**config.mk**
```make
export PLATFORM = sky130hd
export DESIGN_NAME = mult_ctrl
export DESIGN_NICKNAME = d
export VERILOG_FILES = /design/src/rtl/mult_ctrl_pkg.sv /design/src/rtl/mult_sign_fix.sv /design/src/rtl/mult_ctrl.sv
export SDC_FILE = /design/constraint.sdc
export NUM_CORES = 1
export LEC_CHECK = 0
export BUFFER_PORTS_ARGS = -buffer_cell sky130_fd_sc_hd__buf_2
export CELL_PAD_IN_SITES_DETAIL_PLACEMENT = 1
export CELL_PAD_IN_SITES_GLOBAL_PLACEMENT = 1
export CORE_MARGIN = 10
export CORE_UTILIZATION = 38
export DETAILED_ROUTE_END_ITERATION = 10
export GPL_TIMING_DRIVEN = 0
export PLACE_DENSITY_LB_ADDON = 0.12
export SETUP_SLACK_MARGIN = 0.05
export SKIP_CTS_REPAIR_TIMING = 1
export SKIP_LAST_GASP = 1
export SLEW_MARGIN = 0
export SYNTH_ARGS = -nofsm -noshare
export SYNTH_HDL_FRONTEND = slang
export SYNTH_SLANG_ARGS = --single-unit
```
**constraint.sdc**
```tcl
create_clock -name CLK -period 2 [get_ports CLK]
set_clock_uncertainty 0.2 [all_clocks]
set_input_delay 0.3 -clock CLK [delete_from_list [all_inputs] [get_ports CLK]]
set_output_delay 0.3 -clock CLK [all_outputs]
set_load 0.02 [all_outputs]
```
**src/rtl/mult_ctrl_pkg.sv**
```systemverilog
//------------------------------------------------------------------------------
// Module  : mult_ctrl_pkg
// Purpose : Shared definitions for the HI/LO multiply controller: the
//           state-encoding width and the controller state enumeration.
// Ports   : none (package)
// Config  : MULT_SIGNED_EN (consumed by mult_ctrl, not by this package)
// Revision: 1.0 - initial release
//------------------------------------------------------------------------------
`default_nettype none

package mult_ctrl_pkg;

  // Width of the controller state register.
  localparam int STATE_W = 2;

  typedef enum logic [STATE_W-1:0] {
    ST_IDLE   = 2'd0,  // waiting for a request; HI/LO readable
    ST_LAUNCH = 2'd1,  // one-cycle start pulse to the multiplier
    ST_WAIT   = 2'd2,  // waiting for the multiplier result
    ST_WRITE  = 2'd3   // commit product to HI/LO
  } state_t;

endpackage : mult_ctrl_pkg

`default_nettype wire

```
**src/rtl/mult_sign_fix.sv**
```systemverilog
//------------------------------------------------------------------------------
// Module  : mult_sign_fix
// Purpose : Signed-multiply support around an unsigned multiplier. Converts
//           two operands to magnitudes (when signed), reports whether the
//           operand signs differ, and conditionally two's-complement negates
//           the double-width product.
// Ports   : is_signed_i       - operands are two's-complement
//           op_a_i / op_b_i   - raw operands
//           mag_a_o / mag_b_o - operand magnitudes for the multiplier
//           negate_o          - signs differ (product must be negated)
//           negate_i          - registered negate flag for the product path
//           prod_i            - unsigned product of the magnitudes
//           prod_o            - sign-corrected product
// Config  : only instantiated when MULT_SIGNED_EN is defined
// Revision: 1.0 - initial release
//------------------------------------------------------------------------------
`default_nettype none

module mult_sign_fix #(
  parameter int DATA_WIDTH = 32
) (
  input  logic                    is_signed_i,
  input  logic [DATA_WIDTH-1:0]   op_a_i,
  input  logic [DATA_WIDTH-1:0]   op_b_i,
  output logic [DATA_WIDTH-1:0]   mag_a_o,
  output logic [DATA_WIDTH-1:0]   mag_b_o,
  output logic                    negate_o,
  input  logic                    negate_i,
  input  logic [2*DATA_WIDTH-1:0] prod_i,
  output logic [2*DATA_WIDTH-1:0] prod_o
);

  localparam logic [DATA_WIDTH-1:0]   c_one_op   = {{(DATA_WIDTH-1){1'b0}}, 1'b1};
  localparam logic [2*DATA_WIDTH-1:0] c_one_prod = {{(2*DATA_WIDTH-1){1'b0}}, 1'b1};

  logic w_a_neg;
  logic w_b_neg;

  assign w_a_neg = is_signed_i & op_a_i[DATA_WIDTH-1];
  assign w_b_neg = is_signed_i & op_b_i[DATA_WIDTH-1];

  // The most-negative value maps onto itself, which is still the correct
  // unsigned magnitude.
  assign mag_a_o  = w_a_neg ? (~op_a_i + c_one_op) : op_a_i;
  assign mag_b_o  = w_b_neg ? (~op_b_i + c_one_op) : op_b_i;
  assign negate_o = w_a_neg ^ w_b_neg;

  assign prod_o   = negate_i ? (~prod_i + c_one_prod) : prod_i;

endmodule : mult_sign_fix

`default_nettype wire

```
**src/rtl/mult_ctrl.sv**
```systemverilog
//------------------------------------------------------------------------------
// Module  : mult_ctrl
// Purpose : HI/LO multiply controller. Accepts MULT/MULTU requests from the
//           core, drives an external sequential unsigned multiplier, writes
//           the product into HI/LO and serves MFHI/MFLO reads, stalling the
//           core while a multiply is in flight.
// Ports   : CLK, RST              - clock, synchronous active-high reset
//           mul_req / mul_signed  - multiply request and signedness
//           rs_val / rt_val       - operands
//           mf_req / mf_sel       - HI/LO read request, 1 = HI, 0 = LO
//           mf_data               - selected HI/LO value
//           stall                 - core must hold its instruction
//           mul_ack               - request accepted (one-cycle pulse)
//           mul_start, mul_op1/2  - to multiplier
//           mul_result, mul_valid - from multiplier
// Config  : MULT_SIGNED_EN - enables signed MULT via magnitude multiply and
//           product negation; otherwise mul_signed is ignored.
// Revision: 1.0 - initial release
//------------------------------------------------------------------------------
`default_nettype none

module mult_ctrl
  import mult_ctrl_pkg::*;
#(
  parameter int DATA_WIDTH = 32
) (
  input  logic                    CLK,
  input  logic                    RST,
  input  logic                    mul_req,
  input  logic                    mul_signed,
  input  logic [DATA_WIDTH-1:0]   rs_val,
  input  logic [DATA_WIDTH-1:0]   rt_val,
  input  logic                    mf_req,
  input  logic                    mf_sel,
  output logic [DATA_WIDTH-1:0]   mf_data,
  output logic                    stall,
  output logic                    mul_ack,
  output logic                    mul_start,
  output logic [DATA_WIDTH-1:0]   mul_op1,
  output logic [DATA_WIDTH-1:0]   mul_op2,
  input  logic [2*DATA_WIDTH-1:0] mul_result,
  input  logic                    mul_valid
);

  state_t                  state_q, state_d;
  logic [DATA_WIDTH-1:0]   op1_q, op1_d;
  logic [DATA_WIDTH-1:0]   op2_q, op2_d;
  logic [2*DATA_WIDTH-1:0] prod_q, prod_d;
  logic [DATA_WIDTH-1:0]   hi_q, hi_d;
  logic [DATA_WIDTH-1:0]   lo_q, lo_d;

  logic [DATA_WIDTH-1:0]   w_mag_a;
  logic [DATA_WIDTH-1:0]   w_mag_b;
  logic [2*DATA_WIDTH-1:0] w_prod_fix;

`ifdef MULT_SIGNED_EN
  logic neg_q, neg_d;
  logic w_neg;

  mult_sign_fix #(
    .DATA_WIDTH (DATA_WIDTH)
  ) u_sign_fix (
    .is_signed_i (mul_signed),
    .op_a_i      (rs_val),
    .op_b_i      (rt_val),
    .mag_a_o     (w_mag_a),
    .mag_b_o     (w_mag_b),
    .negate_o    (w_neg),
    .negate_i    (neg_q),
    .prod_i      (prod_q),
    .prod_o      (w_prod_fix)
  );

  always_ff @(posedge CLK) begin
    if (RST) begin
      neg_q <= 1'b0;
    end else begin
      neg_q <= neg_d;
    end
  end
`else
  // Unsigned-only build: signedness is ignored entirely.
  logic w_unused_signed;

  assign w_unused_signed = mul_signed;
  assign w_mag_a         = rs_val;
  assign w_mag_b         = rt_val;
  assign w_prod_fix      = prod_q;
`endif

  //--------------------------------------------------------------------------
  // State and datapath registers
  //--------------------------------------------------------------------------
  always_ff @(posedge CLK) begin
    if (RST) begin
      state_q <= ST_IDLE;
      op1_q   <= '0;
      op2_q   <= '0;
      prod_q  <= '0;
      hi_q    <= '0;
      lo_q    <= '0;
    end else begin
      state_q <= state_d;
      op1_q   <= op1_d;
      op2_q   <= op2_d;
      prod_q  <= prod_d;
      hi_q    <= hi_d;
      lo_q    <= lo_d;
    end
  end

  //--------------------------------------------------------------------------
  // Next-state and output logic
  //--------------------------------------------------------------------------
  always_comb begin
    state_d   = state_q;
    op1_d     = op1_q;
    op2_d     = op2_q;
    prod_d    = prod_q;
    hi_d      = hi_q;
    lo_d      = lo_q;
    mul_ack   = 1'b0;
    mul_start = 1'b0;
`ifdef MULT_SIGNED_EN
    neg_d     = neg_q;
`endif

    case (state_q)
      ST_IDLE: begin
        if (mul_req) begin
          mul_ack = 1'b1;
          op1_d   = w_mag_a;
          op2_d   = w_mag_b;
`ifdef MULT_SIGNED_EN
          neg_d   = w_neg;
`endif
          state_d = ST_LAUNCH;
        end
      end

      ST_LAUNCH: begin
        mul_start = 1'b1;
        state_d   = ST_WAIT;
      end

      ST_WAIT: begin
        // Operands stay in op1_q/op2_q, so the multiplier inputs are stable
        // for the whole multiply.
        if (mul_valid) begin
          prod_d  = mul_result;
          state_d = ST_WRITE;
        end
      end

      ST_WRITE: begin
        hi_d    = w_prod_fix[2*DATA_WIDTH-1:DATA_WIDTH];
        lo_d    = w_prod_fix[DATA_WIDTH-1:0];
        state_d = ST_IDLE;
      end

      default: begin
        state_d = ST_IDLE;
      end
    endcase
  end

  assign mul_op1 = op1_q;
  assign mul_op2 = op2_q;

  // Reads in IDLE see the HI/LO values from before any multiply accepted in
  // the same cycle, since HI/LO only change in WRITE.
  assign mf_data = mf_sel ? hi_q : lo_q;
  assign stall   = (mul_req | mf_req) & (state_q != ST_IDLE);

endmodule : mult_ctrl

`default_nettype wire

```
==> impl_metrics.toml <==
[run_status]
status = "finished, final reports clean"

[die]
start_util = 0.387
die_x_um = 161
rows = 51
fp.dieH_um = 161
io_pins = 234
core_um2 = 19500
die_area_um2 = 25900

[setup_path]
critPathMaxFanout = 10
worstSetupPathType = "in -> out"
start_kind = "input pin"
crit_chain = "clkbuf_1, buf_4, mux2_2, buf_2"
cp_slowest_cell = "mux2_2"
worstPathRequired_ns = 1.50
arrival_ns = 1.41
end_kind = "primary output"
cp_slowest_stage_delay_ns = 0.37

[synth]
synth_area_um2 = 7550
ys_warn_count = 0
avgSynthCellArea_um2 = 9.25
synth.distinct_cells = 22
syn_inst = 817
ys_ff_latch = 194
syn_nets = 956
ys_seq_area_frac = 0.514

[drt]
post_drt_wl_per_cell_um = 17.9
drt_iter0_markers = 267
drc = 0
ant_nets = 0
via_per_inst = 4.68
vias = 6927
drt_first_pass_iters = 4
finalWirelength_mm = 26.4

[place]
place.gp.congestion = 0.766
hpwl_mm = 17.4
portBuffers = 230
dpl.cell_count = 1312

[pwr]
leakage_nw = 4.58
switching_share = 0.321
power_density_nw_per_um2 = 1010
power.internal_mw = 7.53
combinationalPowerShare = 0.283
ir_worst_vdd_mv = 0.603
power.switching_mw = 3.56
power_frac_clock = 0.314
seqPwrFrac = 0.403

[cts]
clk_pin_slew_ns = 0.07
clk_path_buf_depth = 2
tritoncts = "yes"
htreeDepth = 4
cts_buffers = 17
clkSinkCount = 194
insertion_delay_ns = 0.43
cts-root-buf = "clkbuf_16"

[global_routing]
grt_pass1_vias = 6604
grt_overflow = 0
grt_max_degree = 17
grt_pass1_wl_mm = 36.1
antenna_found_initial = 3
track_usage = 0.173

[cells_and_area]
final_cell_mix = "buf_2 (247), nand2_1 (236), dfxtp_1 (192)"
area_delta_synth_final_pct = 45.6
layout.cells.most_common = "buf_2"
final_util = 0.563
fillers = 2299
final_nets = 1339
drive_above_1_share = 0.350
layout.cells.non_filler = 1481

[timing]
min_period_over_period = 0.953
drv_slew = 0
fmax_ghz = 0.525
maxSlewHeadroom = 0.595
report.final.setup_viol = 0
worstMarginPinSlew_ns = 0.607
finalHoldViolCount = 0
rsz0062_at_grt = "false"
hold_ws_ns = 0.0187
fin_crit_ns = 1.91

[worst_hold_path]
hp-class = "in -> reg"

[flow_run]
cap_violations = 0
-- final timing paths --
| path | from | to | slack, ns | cells after the start |
|---|---|---|---|---|
| hold reg to reg | mul_op1[29]$_SDFFE_PP0P_ | mul_op1[29]$_SDFFE_PP0P_ | 0.25 | 2 |
| setup reg to reg | state_q[0]$_SDFFE_PP0P_ | prod_q[56]$_SDFFE_PP0P_ | 0.28 | 6 |
| setup / recovery | mf_sel | mf_data[26] | 0.09 | 4 |
| hold / removal | RST | mul_op1[18]$_SDFFE_PP0P_ | 0.02 | 2 |
-- worst max-delay path: cells and delay by family --
kind	cells	cell delay, ns
buffers and inverters	3	0.72
multiplexers	1	0.37
-- Yosys cell counts --
master      n  share of area
a21oi_1    76          0.050
a21oi_2    52          0.060
a22oi_1     1        0.00099
and2_4      1         0.0012
buf_1       2        0.00099
buf_12      5          0.013
buf_2      19          0.013
buf_4      13          0.013
buf_6       6         0.0089
buf_8       2         0.0040
clkbuf_1   12         0.0060
dfxtp_1   194           0.51
ha_1        4         0.0066
inv_1       5         0.0025
inv_2       1        0.00050
mux2_1      2         0.0030
mux2_2     30          0.045
mux2i_1    65          0.086
nand2_1   237           0.12
nand2_2    23          0.019
nor2_1     66          0.033
o221a_2     1         0.0015
-- registers in the layout (all words and copies together), names as in the netlist --
name / flops
prod_q: 64
state_q: 2
mul_op1: 32
hi_q: 32
lo_q: 32
mul_op2: 32
-- per-layer routing --
metal  GRT usage  wire length [µm]
met1       0.207             11500
met4      0.0529               510
met5           0                 0
met2       0.297             13200
met3      0.0468              1180
-- cells by family (layout without fill, tap and decap cells) --
family                     after synthesis  count (layout)  synth area share
muxes                                   97              97             0.134
adders and majority gates                4               4           0.00662
and+or+nand+nor                        327             327             0.171
other                                    0               3                 0
DFF                                    194             194             0.514
buffers and inverters                   65             461            0.0616
AOI/OAI and AO/OA                      130             130             0.113
-- final cells by class --
| type | instances | area [µm²] | area share |
|---|---|---|---|
| sequential | 194 | 3890 | 0.354 |
| multi-input combinational | 558 | 3220 | 0.293 |
| timing repair buffer | 364 | 2480 | 0.226 |
| buffer | 59 | 449 | 0.0408 |
| clock buffer | 19 | 433 | 0.0394 |
| tap | 265 | 332 | 0.0302 |
| clock inverter | 13 | 161 | 0.0147 |
| inverter | 6 | 22.5 | 0.00205 |
| antenna | 3 | 7.51 | 0.000683 |
-- metrics by stage --
stage	cell area (µm²)	setup WS [ns]	power, mW	TNS, ns
2_1_floorplan	7550	0.425	6.39	0
3_3_place_gp	9040	0.0882	7.24	0
3_5_place_dp	9040	0.0948	7.29	0
4_1_cts	9630	-0.231	10.8	-0.231
5_1_grt	11000	0.0282	11.7	0
6_report	11000	0.0939	11.1	0
-- power by group through the flow --
stage / sequential (mW) / combinational (mW) / clock (mW)
2_1_floorplan: 4.77 / 1.62 / 0
3_3_place_gp: 4.51 / 2.74 / 0
3_5_place_dp: 4.52 / 2.77 / 0
4_1_cts: 4.43 / 2.78 / 3.55
5_1_grt: 4.50 / 3.43 / 3.73
6_report: 4.46 / 3.14 / 3.48
No activity file was read; power rests on OpenSTA's default activity.
